<file path="config.mk">
export PLATFORM = sky130hd
export DESIGN_NAME = ssd_scan_mux
export DESIGN_NICKNAME = d
export VERILOG_FILES = /design/src/rtl/ssd_scan_mux.sv
export SDC_FILE = /design/constraint.sdc
export NUM_CORES = 1
export LEC_CHECK = 0
export ABC_AREA = 1
export BUFFER_PORTS_ARGS = -buffer_cell sky130_fd_sc_hd__buf_2
export CORE_MARGIN = 5
export CORE_UTILIZATION = 30
export CTS_BUF_LIST = sky130_fd_sc_hd__clkbuf_4 sky130_fd_sc_hd__clkbuf_8 sky130_fd_sc_hd__clkbuf_16
export DETAILED_ROUTE_END_ITERATION = 16
export PLACE_DENSITY = 0.44
export SETUP_SLACK_MARGIN = 0.2
export SYNTH_ARGS = -nofsm -noshare
export SYNTH_HDL_FRONTEND = slang
export SYNTH_SLANG_ARGS = --single-unit
</file>
<file path="constraint.sdc">
create_clock -name clk -period 2.15 [get_ports clk]
set_input_delay 0.3225 -clock clk [delete_from_list [all_inputs] [get_ports clk]]
set_output_delay 0.3225 -clock clk [all_outputs]
set_load 0.03 [all_outputs]
</file>
<file path="src/rtl/ssd_scan_mux.sv">
`default_nettype none
// ============================================================================
// ssd_scan_mux : time-multiplexed seven-segment scan driver with a
//                frame-synchronous double-buffered BCD value and LZ blanking
// Revision     : 1.0
// ============================================================================
module ssd_scan_mux #(
    parameter int NUM_DIGITS  = 4,
    parameter int REFRESH_DIV = 100000
) (
    input  logic                            clk,
    input  logic                            reset,
    input  logic [4*NUM_DIGITS-1:0]         value_in,
    input  logic                            load,
    input  logic                            blank_lz,
    output logic [NUM_DIGITS-1:0]           anode_o,
    output logic [3:0]                      display_o,
    output logic [$clog2(NUM_DIGITS)-1:0]   digit_idx_o,
    output logic                            tick_o,
    output logic                            frame_o
);

    localparam int PW = $clog2(REFRESH_DIV);
    localparam int IW = $clog2(NUM_DIGITS);
    localparam logic [PW-1:0] c_PRESC_TC = PW'(REFRESH_DIV - 1);
    localparam logic [IW-1:0] c_IDX_LAST = IW'(NUM_DIGITS - 1);

    logic [PW-1:0]            presc_q, presc_d;
    logic [IW-1:0]            idx_q, idx_d;
    logic [4*NUM_DIGITS-1:0]  pending_q;
    logic                     pending_valid_q;
    logic [4*NUM_DIGITS-1:0]  shadow_q;
    logic                     adv_q, wrap_q;

    logic [NUM_DIGITS-1:0]    anode_q;
    logic [3:0]               display_q;
    logic [IW-1:0]            digit_idx_q;
    logic                     tick_q, frame_q;

    logic                     w_tc, w_wrap;
    logic                     w_zero_run;
    logic [NUM_DIGITS-1:0]    w_blank_mask;
    logic [NUM_DIGITS-1:0]    w_sel;
    logic [3:0]               w_digit;

    assign w_tc   = (presc_q == c_PRESC_TC);
    assign w_wrap = w_tc && (idx_q == c_IDX_LAST);

    always_comb begin
        presc_d = w_tc ? '0 : presc_q + PW'(1);
        idx_d   = idx_q;
        if (w_tc) begin
            idx_d = (idx_q == c_IDX_LAST) ? '0 : idx_q + IW'(1);
        end
    end

    // Walk from the most significant digit down; a digit is blanked while
    // every digit from it upward is zero. Digit 0 always stays lit.
    always_comb begin
        w_zero_run   = 1'b1;
        w_blank_mask = '0;
        for (int i = NUM_DIGITS - 1; i >= 0; i--) begin
            w_zero_run      = w_zero_run & (shadow_q[4*i +: 4] == 4'h0);
            w_blank_mask[i] = blank_lz & w_zero_run & (i != 0);
        end
    end

    assign w_sel   = NUM_DIGITS'(1) << idx_q;
    assign w_digit = shadow_q[{idx_q, 2'b00} +: 4];

    always_ff @(posedge clk) begin
        if (reset) begin
            presc_q         <= '0;
            idx_q           <= '0;
            pending_q       <= '0;
            pending_valid_q <= 1'b0;
            shadow_q        <= '0;
            adv_q           <= 1'b0;
            wrap_q          <= 1'b0;
        end else begin
            presc_q <= presc_d;
            idx_q   <= idx_d;
            adv_q   <= w_tc;
            wrap_q  <= w_wrap;
            // A load on the wrap edge goes straight to the display and
            // supersedes whatever was still pending.
            if (w_wrap) begin
                if (load) begin
                    shadow_q <= value_in;
                end else if (pending_valid_q) begin
                    shadow_q <= pending_q;
                end
                pending_valid_q <= 1'b0;
            end else if (load) begin
                pending_q       <= value_in;
                pending_valid_q <= 1'b1;
            end
        end
    end

    always_ff @(posedge clk) begin
        if (reset) begin
            anode_q     <= '1;
            display_q   <= 4'hF;
            digit_idx_q <= '0;
            tick_q      <= 1'b0;
            frame_q     <= 1'b0;
        end else begin
            digit_idx_q <= idx_q;
            tick_q      <= adv_q;
            frame_q     <= wrap_q;
            if (w_blank_mask[idx_q]) begin
                anode_q   <= '1;
                display_q <= 4'hF;
            end else begin
                anode_q   <= ~w_sel;
                display_q <= w_digit;
            end
        end
    end

    assign anode_o     = anode_q;
    assign display_o   = display_q;
    assign digit_idx_o = digit_idx_q;
    assign tick_o      = tick_q;
    assign frame_o     = frame_q;

endmodule
`default_nettype wire

</file>
---- After elaboration in Yosys (flattened, before gate mapping) ----
Cells that the tools add are included.
cells by class
  bitwise operators ....................... 7
  magnitude comparators ................... 1
  muxes and demuxes ....................... 5
  equal/unequal tests ..................... 2
  shift-type cells ........................ 2
  reductions and logical operators ........ 10
  $add $sub $neg .......................... 2
operator list
  cell                                                number
  2-to-1 mux 16 bit                                   2
  adder 17 x 1 -> 17 bit, second input constant       1
  == test 17 bit, second input constant               1
  indexed part select 16 x 5 -> 4 bit                 1
  zero test 4 bit                                     3
  OR reduction 2 bit                                  3
  AND 1 bit                                           5
  inverter 4 bit                                      1
  AND reduction 2 bit                                 2
  left shift 1 x 2 -> 4 bit, first input constant     1
  < comparator 2 x 3 -> 1 bit, second input constant  1
  adder 2 x 1 -> 2 bit, second input constant         1
  binary-select mux 1 bit (select 2 bit)              1
  == test 2 bit, second input constant                1
  2-to-1 mux 2 bit                                    1
  nonzero test 2 bit                                  1
  logical AND 1 bit                                   1
  2-to-1 mux 1 bit                                    1
  inverter 1 bit                                      1
word-level totals
  flip-flop bits (word level) ............. 66
  word-level logic and storage cells ...... 41

---- Longest topological paths before layout ----
Gate-level depths: netlist of the first run.
  depth in word-level cells ............... 7
  gate-level depth with buffers ........... 10

---- Least setup slack after synthesis of the first run ----
Ideal clock, no wire load.
  path kind ............................... reg-to-reg
  from .................................... register presc_q[0]
  to ...................................... register pending_q[10]
  setup slack ............................. 641 ps
  buffers on the path ..................... 1
  arrival ................................. 1394 ps
  cell stages (with the launch flop) ...... 10
  data required time ...................... 2035 ps
  library setup time ...................... 115 ps
  cells stage by stage .................... dfxtp_1 -> ha_1 -> nand2_1 -> nor2_4 -> nand2_2 -> nor2_4 -> nand3_4 -> buf_2 -> a21oi_1 -> nor2_1
between the ends
  longest elaborated chain between the ends .. 4
ends and longest elaborated chain
  item                                  RTL line  source
  start, declared                       28        logic [PW-1:0] presc_q, presc_d;
  start signal, assigned                81        presc_q <= presc_d;
  == test 17 bit                        46        assign w_tc = (presc_q == c_PRESC_TC);
  logical AND 1 bit                     47        assign w_wrap = w_tc && (idx_q == c_IDX_LAST);
  inverter 1 bit (no source line)       -
  AND reduction 2 bit (no source line)  -
  end signal, assigned                  95        pending_q <= value_in;
  end, declared                         30        logic [4*NUM_DIGITS-1:0] pending_q;
No other way between the ends.
A chain may end at the register's enable or synchronous reset.

---- Worst setup path in the final report of the first run ----
  from .................................... register presc_q[0]
  to ...................................... register pending_q[7]
Same word-level chain as after synthesis.

==> impl_metrics.py, run 1 <==
metrics = {
    "status": {
        "status": "completed",
    },
    "placed_design": {
        "pre_cts_ws_ps": 379,
        "dpl.hpwl_mm": 4.77,
        "dp_cells": 599,
        "port_buffers": 31,
        "place_congestion": 0.771,
    },
    "floorplan": {
        "fp-row-count": 38,
        "io_pins": 32,
        "start_util_pct": 30.3,
        "die_h_um": 114,
        "dieWidth_um": 114,
        "core-area_mm2": 0.0107,
        "fp.dieArea_mm2": 0.0130,
    },
    "sta": {
        "hold_viol_final": 0,
        "setup_violations": 0,
        "relSlewSlack_pct": 68.6,
        "tightest_slew_ps": 470,
        "worst_slack_ps": 307,
        "clock_skew_ps": 7.39,
        "fin_crit_ps": 1840,
        "fin_crit_sh_pct": 85.7,
        "fmax_mhz": 543,
        "grt_setup_unrepaired": "true",
        "slew_violations": 0,
        "setup_tns_ps": 0,
    },
    "clock_network": {
        "clk_pin_slew_ps": 70,
        "insertion_delay_ps": 340,
        "cts_sinks": 66,
        "cts_resized": 0,
        "cts_tree": "yes",
        "clock-root-buffer": "clkbuf_8",
        "clock_path_buffers": 2,
        "cts-buffers-inserted": 9,
        "cts.htree.levels": 3,
    },
    "critical_path": {
        "end_kind": "flop",
        "reg2reg_depth": 8,
        "path_max_fanout": 16,
        "r2r_slack_ps": 310,
        "regToRegStartpoint": "presc_q[0]",
        "crit_required_ps": 2390,
        "r2r_end": "pending_q[7]",
        "cp-start-kind": "flop",
        "path_class": "flop to flop",
        "worstPathArrival_ps": 2080,
    },
    "layout": {
        "stdcell_count": 616,
        "layout.nets": 496,
        "area_delta_synth_final_pct": 16.1,
        "layout-drive-gt1-share_pct": 16.4,
        "fillers": 1156,
        "diodes": 0,
    },
    "yosys": {
        "synth_top_area_share_pct": 40.7,
        "syn_inst": 442,
        "synth_top_area_cell": "dfxtp_1",
        "synth.area.top_cells": "dfxtp_1, nand2_1, inv_1, nor2_1, mux2i_1",
        "synth.distinct_cells": 34,
        "avgSynthCellArea_um2": 7.34,
        "yosys_register_bits": 66,
        "yosys_warnings": 0,
        "ys_seq_area_share_pct": 40.7,
        "syn_area_mm2": 0.00325,
        "syn_nets": 467,
    },
    "grt": {
        "grt_pass1_vias": 2332,
        "antenna_found_initial": 0,
        "grt_max_degree": 35,
        "grt_first_pass_wirelength_mm": 11.3,
        "track_usage_pct": 10.8,
        "grt_overflow_total": 0,
    },
    "min_path": {
        "hold-path-cell-count": 2,
        "worst_hold_path_type": "input pin to flop",
        "whs_endpoint": "frame_o",
        "hold_path.startpoint": "reset",
    },
    "power_and_ir_drop": {
        "ir_worst_vdd_v": 0.000247,
        "combPwrFrac_pct": 6.6,
        "power_density_mw_per_mm2": 710,
        "p_int_mw": 2.07,
        "p_seq_share_pct": 47.4,
        "p_leak_nw": 1.67,
        "clock_power_share_pct": 46.0,
        "p_sw_mw": 0.603,
        "p_sw_share_pct": 22.5,
        "finalPower_mw": 2.67,
    },
    "routing": {
        "wirelength_mm": 6.99,
        "dr.pass1.iters": 4,
        "drt_iter0_drc": 142,
        "ant_nets": 0,
        "avgRoutedWirePerCell_um": 11.3,
        "drc": 0,
        "viasPerCell": 4.25,
        "vias": 2616,
    },
    "flow_run": {
        "cap_viol_max_count": 0,
    },
}
-- cell usage after synthesis (all sizes together) --
cell type,count
o21ai,14
nand4,21
dfxtp,66
nor3b,1
nor4,1
buf,16
nand2,80
mux2i,16
nor3,6
clkbuf,5
inv,69
xor2,6
o22ai,1
nand3,28
ha,5
or2,2
a21oi,27
xnor2,2
clkinv,4
nor2,68
nand3b,4
-- cells in the final DEF, fill, tap and decap left out, types with 11 or more instances in the layout --
master	instances
clkbuf_8	12
nand4_1	20
nand2_2	11
a21oi_1	27
nand2_1	69
dfxtp_1	66
o21ai_0	13
inv_1	68
nor2_1	64
nand3_1	25
buf_2	31
mux2i_1	16
-- registers in the layout (all words and copies together) (netlist names) --
register and flops:
tick_o 1, pending_valid_q 1, wrap_q 1, display_o 4, frame_o 1, idx_q 2, shadow_q 16, adv_q 1
digit_idx_o 2, pending_q 16, anode_o 4, presc_q 17
-- routing by layer --
layer  vias to the layer above  track usage, %  wire [um]
met1                      1102            16.0       3790
met2                        56            14.5       2790
met5                         -               0          0
met3                         7            2.55        307
li1                       1451               -          -
met4                         0            5.23         98
-- layout make-up --
type                            instances  area, um^2  area share [%]
Multi-Input combinational cell        283        1540            40.9
Sequential cell                        66        1320            35.1
Inverter                               73         274            7.27
Timing Repair Buffer                   38         220            5.84
Tap cell                              140         175            4.65
Clock buffer                           12         165            4.38
Clock inverter                          4        72.6            1.93
-- stage by stage --
stage / instance area [um^2] / hold WS, ps / utilization, %
2_1_floorplan: 3250 / 388 / -
4_1_cts: 3760 / 183 / 35.1
5_1_grt: 3770 / 195 / 35.2
3_5_place_dp: 3520 / 403 / 32.9
6_report: 3770 / 199 / 35.2
3_3_place_gp: 3520 / 405 / 32.9
-- worst max-delay path, cell delays in order (launching register included) --
cell,delay (ps)
dfxtp_1,350
ha_1,180
nand2_1,100
nor2_4,180
nand2_2,90
nor2_4,200
nand3_2,340
a21oi_1,240
nor2_1,60
-- worst max-delay path by stage --
stage,endpoint,cells after the start,startpoint,slack [ps]
global route,pending_q[14],9,presc_q[0],140
finish,pending_q[7],8,presc_q[0],310
CTS,pending_q[14],8,presc_q[0],370
detailed placement,pending_q[14],8,presc_q[0],380
global placement,pending_q[4],8,presc_q[0],440
floorplan,pending_q[10],9,presc_q[0],640
-- power by group through the flow --
| stage | registers, mW | clock network (mW) | logic (mW) |
|---|---|---|---|
| after CTS | 1.27 | 1.27 | 0.180 |
| after floorplan | 1.30 | 0 | 0.113 |
| final | 1.27 | 1.23 | 0.177 |
| after global placement | 1.29 | 0 | 0.177 |
| after detailed placement | 1.30 | 0 | 0.180 |
| after global routing | 1.27 | 1.33 | 0.201 |
-- cell families after synthesis --
| family | share of synthesized area, % |
|---|---|
| AOI/OAI and AO/OA | 6.63 |
| xor gates and xnor gates | 2.16 |
| adders and majority gates | 1.93 |
| buffers and inverters | 12.1 |
| DFF | 40.7 |
| muxes | 4.93 |
| and+or+nand+nor | 31.5 |
-- timing repair --
item,CTS,global route
setup endpoints to repair,0,8
setup buffers,0,0
hold buffers,0,0
Note: power is estimated with default switching activity, not from simulation.
==> run 2: changes to the inputs <==
--- a/config.mk
+++ b/config.mk
@@ -7,6 +7,7 @@
 export LEC_CHECK = 0
 export ABC_AREA = 1
 export BUFFER_PORTS_ARGS = -buffer_cell sky130_fd_sc_hd__buf_2
+export CORE_ASPECT_RATIO = 0.7
 export CORE_MARGIN = 5
 export CORE_UTILIZATION = 30
 export CTS_BUF_LIST = sky130_fd_sc_hd__clkbuf_4 sky130_fd_sc_hd__clkbuf_8 sky130_fd_sc_hd__clkbuf_16
==> impl_metrics.py, run 2 (synthesized netlist as in run 1, its figures left out) <==
metrics = {
    "sta": {
        "setup_violations": 0,
        "fmax_mhz": 562,
        "fin_crit_sh_pct": 82.8,
        "worst_slack_ps": 370,
        "grt_setup_unrepaired": "true",
        "slew_violations": 0,
        "tightest_slew_ps": 423,
        "setup_tns_ps": 0,
        "relSlewSlack_pct": 71.7,
        "clock_skew_ps": 6.72,
        "hold_viol_final": 0,
        "fin_crit_ps": 1780,
    },
    "clock_network": {
        "clock-root-buffer": "clkbuf_16",
        "cts.htree.levels": 3,
        "clk_pin_slew_ps": 50,
        "cts_sinks": 66,
        "cts_tree": "yes",
        "clock_path_buffers": 2,
        "insertion_delay_ps": 330,
        "cts-buffers-inserted": 9,
        "cts_hold_buf": 0,
    },
    "min_path": {
        "worst_hold_path_type": "input pin to flop",
        "hold-path-cell-count": 2,
        "hold_path.startpoint": "reset",
    },
    "layout": {
        "largest_register_ffs": 17,
        "final_common_cell": "nand2_1",
        "fillers": 1117,
        "layout-drive-gt1-share_pct": 16.6,
        "largestRegisters": "presc_q (17), pending_q (16), shadow_q (16)",
        "stdcell_count": 609,
        "layout.nets": 497,
        "diodes": 0,
        "layout.cells.most_common_list": "nand2_1, inv_1, dfxtp_1",
        "area_delta_synth_final_pct": 18.3,
        "top_register": "presc_q",
    },
    "grt": {
        "grt_pass1_vias": 2349,
        "track_usage_pct": 11.4,
        "grt_max_degree": 34,
        "antenna_found_initial": 0,
        "grt_overflow_total": 0,
        "grt_first_pass_wirelength_mm": 11.8,
    },
    "floorplan": {
        "fp.dieArea_mm2": 0.0130,
        "start_util_pct": 31.0,
        "fp-row-count": 31,
        "die_h_um": 97.0,
        "core-area_mm2": 0.0105,
        "dieWidth_um": 134,
        "io_pins": 32,
    },
    "critical_path": {
        "path_cells": "ha_1 > nand2_1 > nor2_4 > nand2_2 > nor2_4 > nand4_4 > nand2_1 > inv_1 > nor2_1",
        "r2r_slack_ps": 370,
        "cp-start-kind": "flop",
        "slowest_stage": "dfxtp_1",
        "crit_start": "presc_q[0]",
        "path_class": "flop to flop",
        "end_kind": "flop",
        "reg2reg_depth": 9,
        "crit_required_ps": 2420,
        "path_max_fanout": 16,
        "regToRegStartpoint": "presc_q[0]",
        "worstPathArrival_ps": 2050,
        "slowest_delay_ps": 350,
    },
    "routing": {
        "avgRoutedWirePerCell_um": 12.0,
        "dr.pass1.iters": 4,
        "wirelength_mm": 7.31,
        "drc": 0,
        "ant_nets": 0,
        "drt_iter0_drc": 184,
        "vias": 2679,
        "viasPerCell": 4.40,
    },
    "power_and_ir_drop": {
        "p_leak_nw": 1.69,
        "power_density_mw_per_mm2": 763,
        "ir_worst_vdd_v": 0.000388,
        "finalPower_mw": 2.93,
    },
    "placed_design": {
        "dp_cells": 592,
        "place_congestion": 0.761,
        "pre_cts_ws_ps": 383,
        "dpl.hpwl_mm": 5.11,
        "port_buffers": 31,
    },
    "flow_run": {
        "cap_viol_max_count": 0,
    },
    "status": {
        "status": "completed",
    },
}
-- run 2: layer usage --
| layer | routed length, um | part of all wire (%) | track usage (%) | up-vias |
|---|---|---|---|---|
| met3 | 465 | 6.4 | 4.51 | 8 |
| li1 | - | - | - | 1450 |
| met4 | 105 | 1.4 | 3.99 | 0 |
| met1 | 4310 | 59 | 18.0 | 1161 |
| met2 | 2440 | 33 | 13.2 | 60 |
| met5 | 0 | 0 | 0 | - |
-- run 2: critical path: cells and delay by family (launching register included) --
family	cells	cell delay [ps]
AND/OR/NAND/NOR	7	1130
flip-flops	1	350
adder cells (fa/ha/maj)	1	170
buffers and inverters	1	50
-- run 2: worst paths after layout --
| check | endpoint |
|---|---|
| setup / recovery | shadow_q[13] |
| hold / removal | frame_o |
| setup reg to reg | shadow_q[13] |
| hold reg to reg | frame_o |
-- run 2: per-stage QoR --
stage	hold slack, ps	area [um^2]	util, %
after floorplan	388	3250	-
after global placement	402	3520	33.6
after detailed placement	405	3520	33.6
after CTS	202	3820	36.5
after global routing	222	3840	36.7
final	213	3840	36.7
-- run 2: repair_timing --
action                     CTS  global route
gates resized for setup      0             1
setup endpoints to repair    0            11
buffers inserted             0             0
-- run 2: final cells by class --
cell class              count  area, um^2  area share, %
multi-input cells         283        1550           40.3
well taps                 132         165           4.30
inverters                  73         274           7.13
flip-flops and latches     66        1320           34.4
repair buffers             39         228           5.93
clock buffers              10         239           6.22
clock inverters             6        66.3           1.73
-- run 2: where the power goes --
part | internal, mW | total, mW | switching [mW]
Combinational | 0.0721 | 0.183 | 0.111
Clock | 0.928 | 1.48 | 0.552
Sequential | 1.26 | 1.27 | 0.0140
Total | 2.26 | 2.93 | 0.677
==> run 3: changes to the inputs <==
==> constraint.sdc (replaced) <==
create_clock -name clk -period 1.65 [get_ports clk]
set_input_delay 0.2475 -clock clk [delete_from_list [all_inputs] [get_ports clk]]
set_output_delay 0.2475 -clock clk [all_outputs]
set_load 0.03 [all_outputs]
==> impl_metrics.py, run 3 (synthesized netlist as in run 1, its figures left out) <==
metrics = {
    "grt": {
        "grt_first_pass_wirelength_mm": 12.5,
        "grt_pass1_vias": 2467,
        "grt_max_degree": 34,
        "antenna_found_initial": 0,
        "grt_overflow_total": 0,
        "track_usage_pct": 12.1,
    },
    "critical_path": {
        "crit_required_ps": 1920,
        "slowest_stage": "dfxtp_2",
        "path_max_fanout": 17,
        "path_class": "flop to flop",
        "cp-start-kind": "flop",
        "end_kind": "flop",
        "worstPathArrival_ps": 1750,
        "cpMostUsedCell": "nor2_4",
        "path_cells": "ha_4 > nand2_4 > nor2_4 > nand2_2 > nor2_4 > nand3_4 > buf_12 > nand3_1 > nand2_1 > nor2_1",
        "slowest_delay_ps": 350,
        "r2r_slack_ps": 170,
    },
    "power_and_ir_drop": {
        "ir_worst_vdd_v": 0.000546,
        "power_density_mw_per_mm2": 928,
        "p_leak_nw": 1.87,
    },
    "sta": {
        "fmax_mhz": 675,
        "tightest_slew_ps": 376,
        "clock_skew_ps": 5.62,
        "setup_tns_ps": 0,
        "holdWs_ps": 140,
        "slew_violations": 0,
        "fin_crit_ps": 1480,
        "hold_viol_final": 0,
        "relSlewSlack_pct": 75.0,
        "setup_violations": 0,
        "grt_setup_unrepaired": "true",
        "fin_crit_sh_pct": 89.8,
    },
    "floorplan": {
        "dieWidth_um": 134,
        "die_h_um": 97.0,
        "io_pins": 32,
        "start_util_pct": 31.0,
        "core-area_mm2": 0.0105,
        "fp.dieArea_mm2": 0.0130,
        "fp-row-count": 31,
    },
    "layout": {
        "stdcell_count": 628,
        "largest_register_ffs": 17,
        "layout.cells.most_common_list": "inv_1, nand2_1, nor2_1",
        "largestRegisters": "presc_q (17), pending_q (16), shadow_q (16)",
        "diodes": 0,
        "top_register": "presc_q",
        "utilization_pct": 40.0,
        "layout.nets": 516,
        "area_delta_synth_final_pct": 29.0,
        "fillers": 1119,
        "layout-drive-gt1-share_pct": 26.0,
    },
    "clock_network": {
        "cts_sinks": 66,
        "cts_tree": "yes",
        "clk_pin_slew_ps": 50,
        "clock_path_buffers": 2,
        "insertion_delay_ps": 330,
        "cts_hold_buf": 0,
        "cts-buffers-inserted": 9,
        "cts.htree.levels": 3,
        "clock-root-buffer": "clkbuf_16",
    },
    "routing": {
        "viasPerCell": 4.37,
        "drc": 0,
        "drt_iter0_drc": 159,
        "vias": 2745,
        "wirelength_mm": 7.75,
        "avgRoutedWirePerCell_um": 12.3,
        "ant_nets": 0,
        "dr.pass1.iters": 4,
    },
    "placed_design": {
        "port_buffers": 31,
        "dpl.hpwl_mm": 5.27,
        "place_congestion": 0.767,
        "dp_cells": 605,
    },
    "flow_run": {
        "cap_viol_max_count": 0,
    },
    "min_path": {
        "worst_hold_path_type": "input pin to flop",
    },
    "status": {
        "status": "completed",
    },
}
[run 3: cell types whose count changed in the layout (fill, tap and decap cells not counted), moves of 3 or more]
cell        delta
a21oi_1       -16
a21oi_2       +16
buf_12         +4
buf_4         +13
clkbuf_4       +3
clkinvlp_4     -3
dfxtp_1        -6
dfxtp_2        +6
[run 3: layer usage]
metal	vias up	GRT usage, %	part of all wire (%)
met4	0	4.77	1.5
met1	1193	18.8	57
met2	52	14.2	36
met5	-	0	0
li1	1489	-	-
met3	11	4.88	5.8
[run 3: final timing paths]
path	startpoint	end	cells past startpoint
worst max-delay path	presc_q[1]	pending_q[14]	10
worst min-delay path	reset	tick_o	2
worst max register to register	presc_q[1]	pending_q[14]	10
worst min register to register	adv_q	tick_o	2
[run 3: where the power goes]
group | switching [mW] | internal (mW) | leakage, nW
Combinational | 0.152 | 0.116 | 1.18
Clock | 0.653 | 1.30 | 0.157
Sequential | 0.0251 | 1.64 | 0.541
[run 3: critical path: cells and delay by family (launching register included)]
family                     cells  cell delay, ps
adders and majority gates      1             150
DFF                            1             350
buffers and inverters          1             210
and+or+nand+nor                8             720
[run 3: through the flow]
step | cell area (um^2) | power, mW | setup slack [ps]
after floorplan | 3340 | 1.87 | 189
after global placement | 3740 | 1.96 | 47.8
after detailed placement | 3740 | 1.96 | 6.04
after CTS | 4120 | 3.94 | 166
after global routing | 4190 | 4.05 | 45.8
final | 4190 | 3.88 | 169
[run 3: cell type report]
type | count | area, um^2 | share of cell area [%]
multi-input combinational | 282 | 1640 | 39.1
clock inverter | 2 | 35.0 | 0.837
sequential | 66 | 1330 | 31.7
inverter | 73 | 274 | 6.55
timing repair buffer | 59 | 469 | 11.2
clock buffer | 14 | 275 | 6.58
tap | 132 | 165 | 3.95
[run 3: repair_timing]
action | 4_1_cts | 5_1_grt
pin swaps | 2 | 4
endpoints found under the setup margin | 49 | 56
cloned | 1 | 1
gates resized for setup | 2 | 12
buffers inserted | 4 | 1
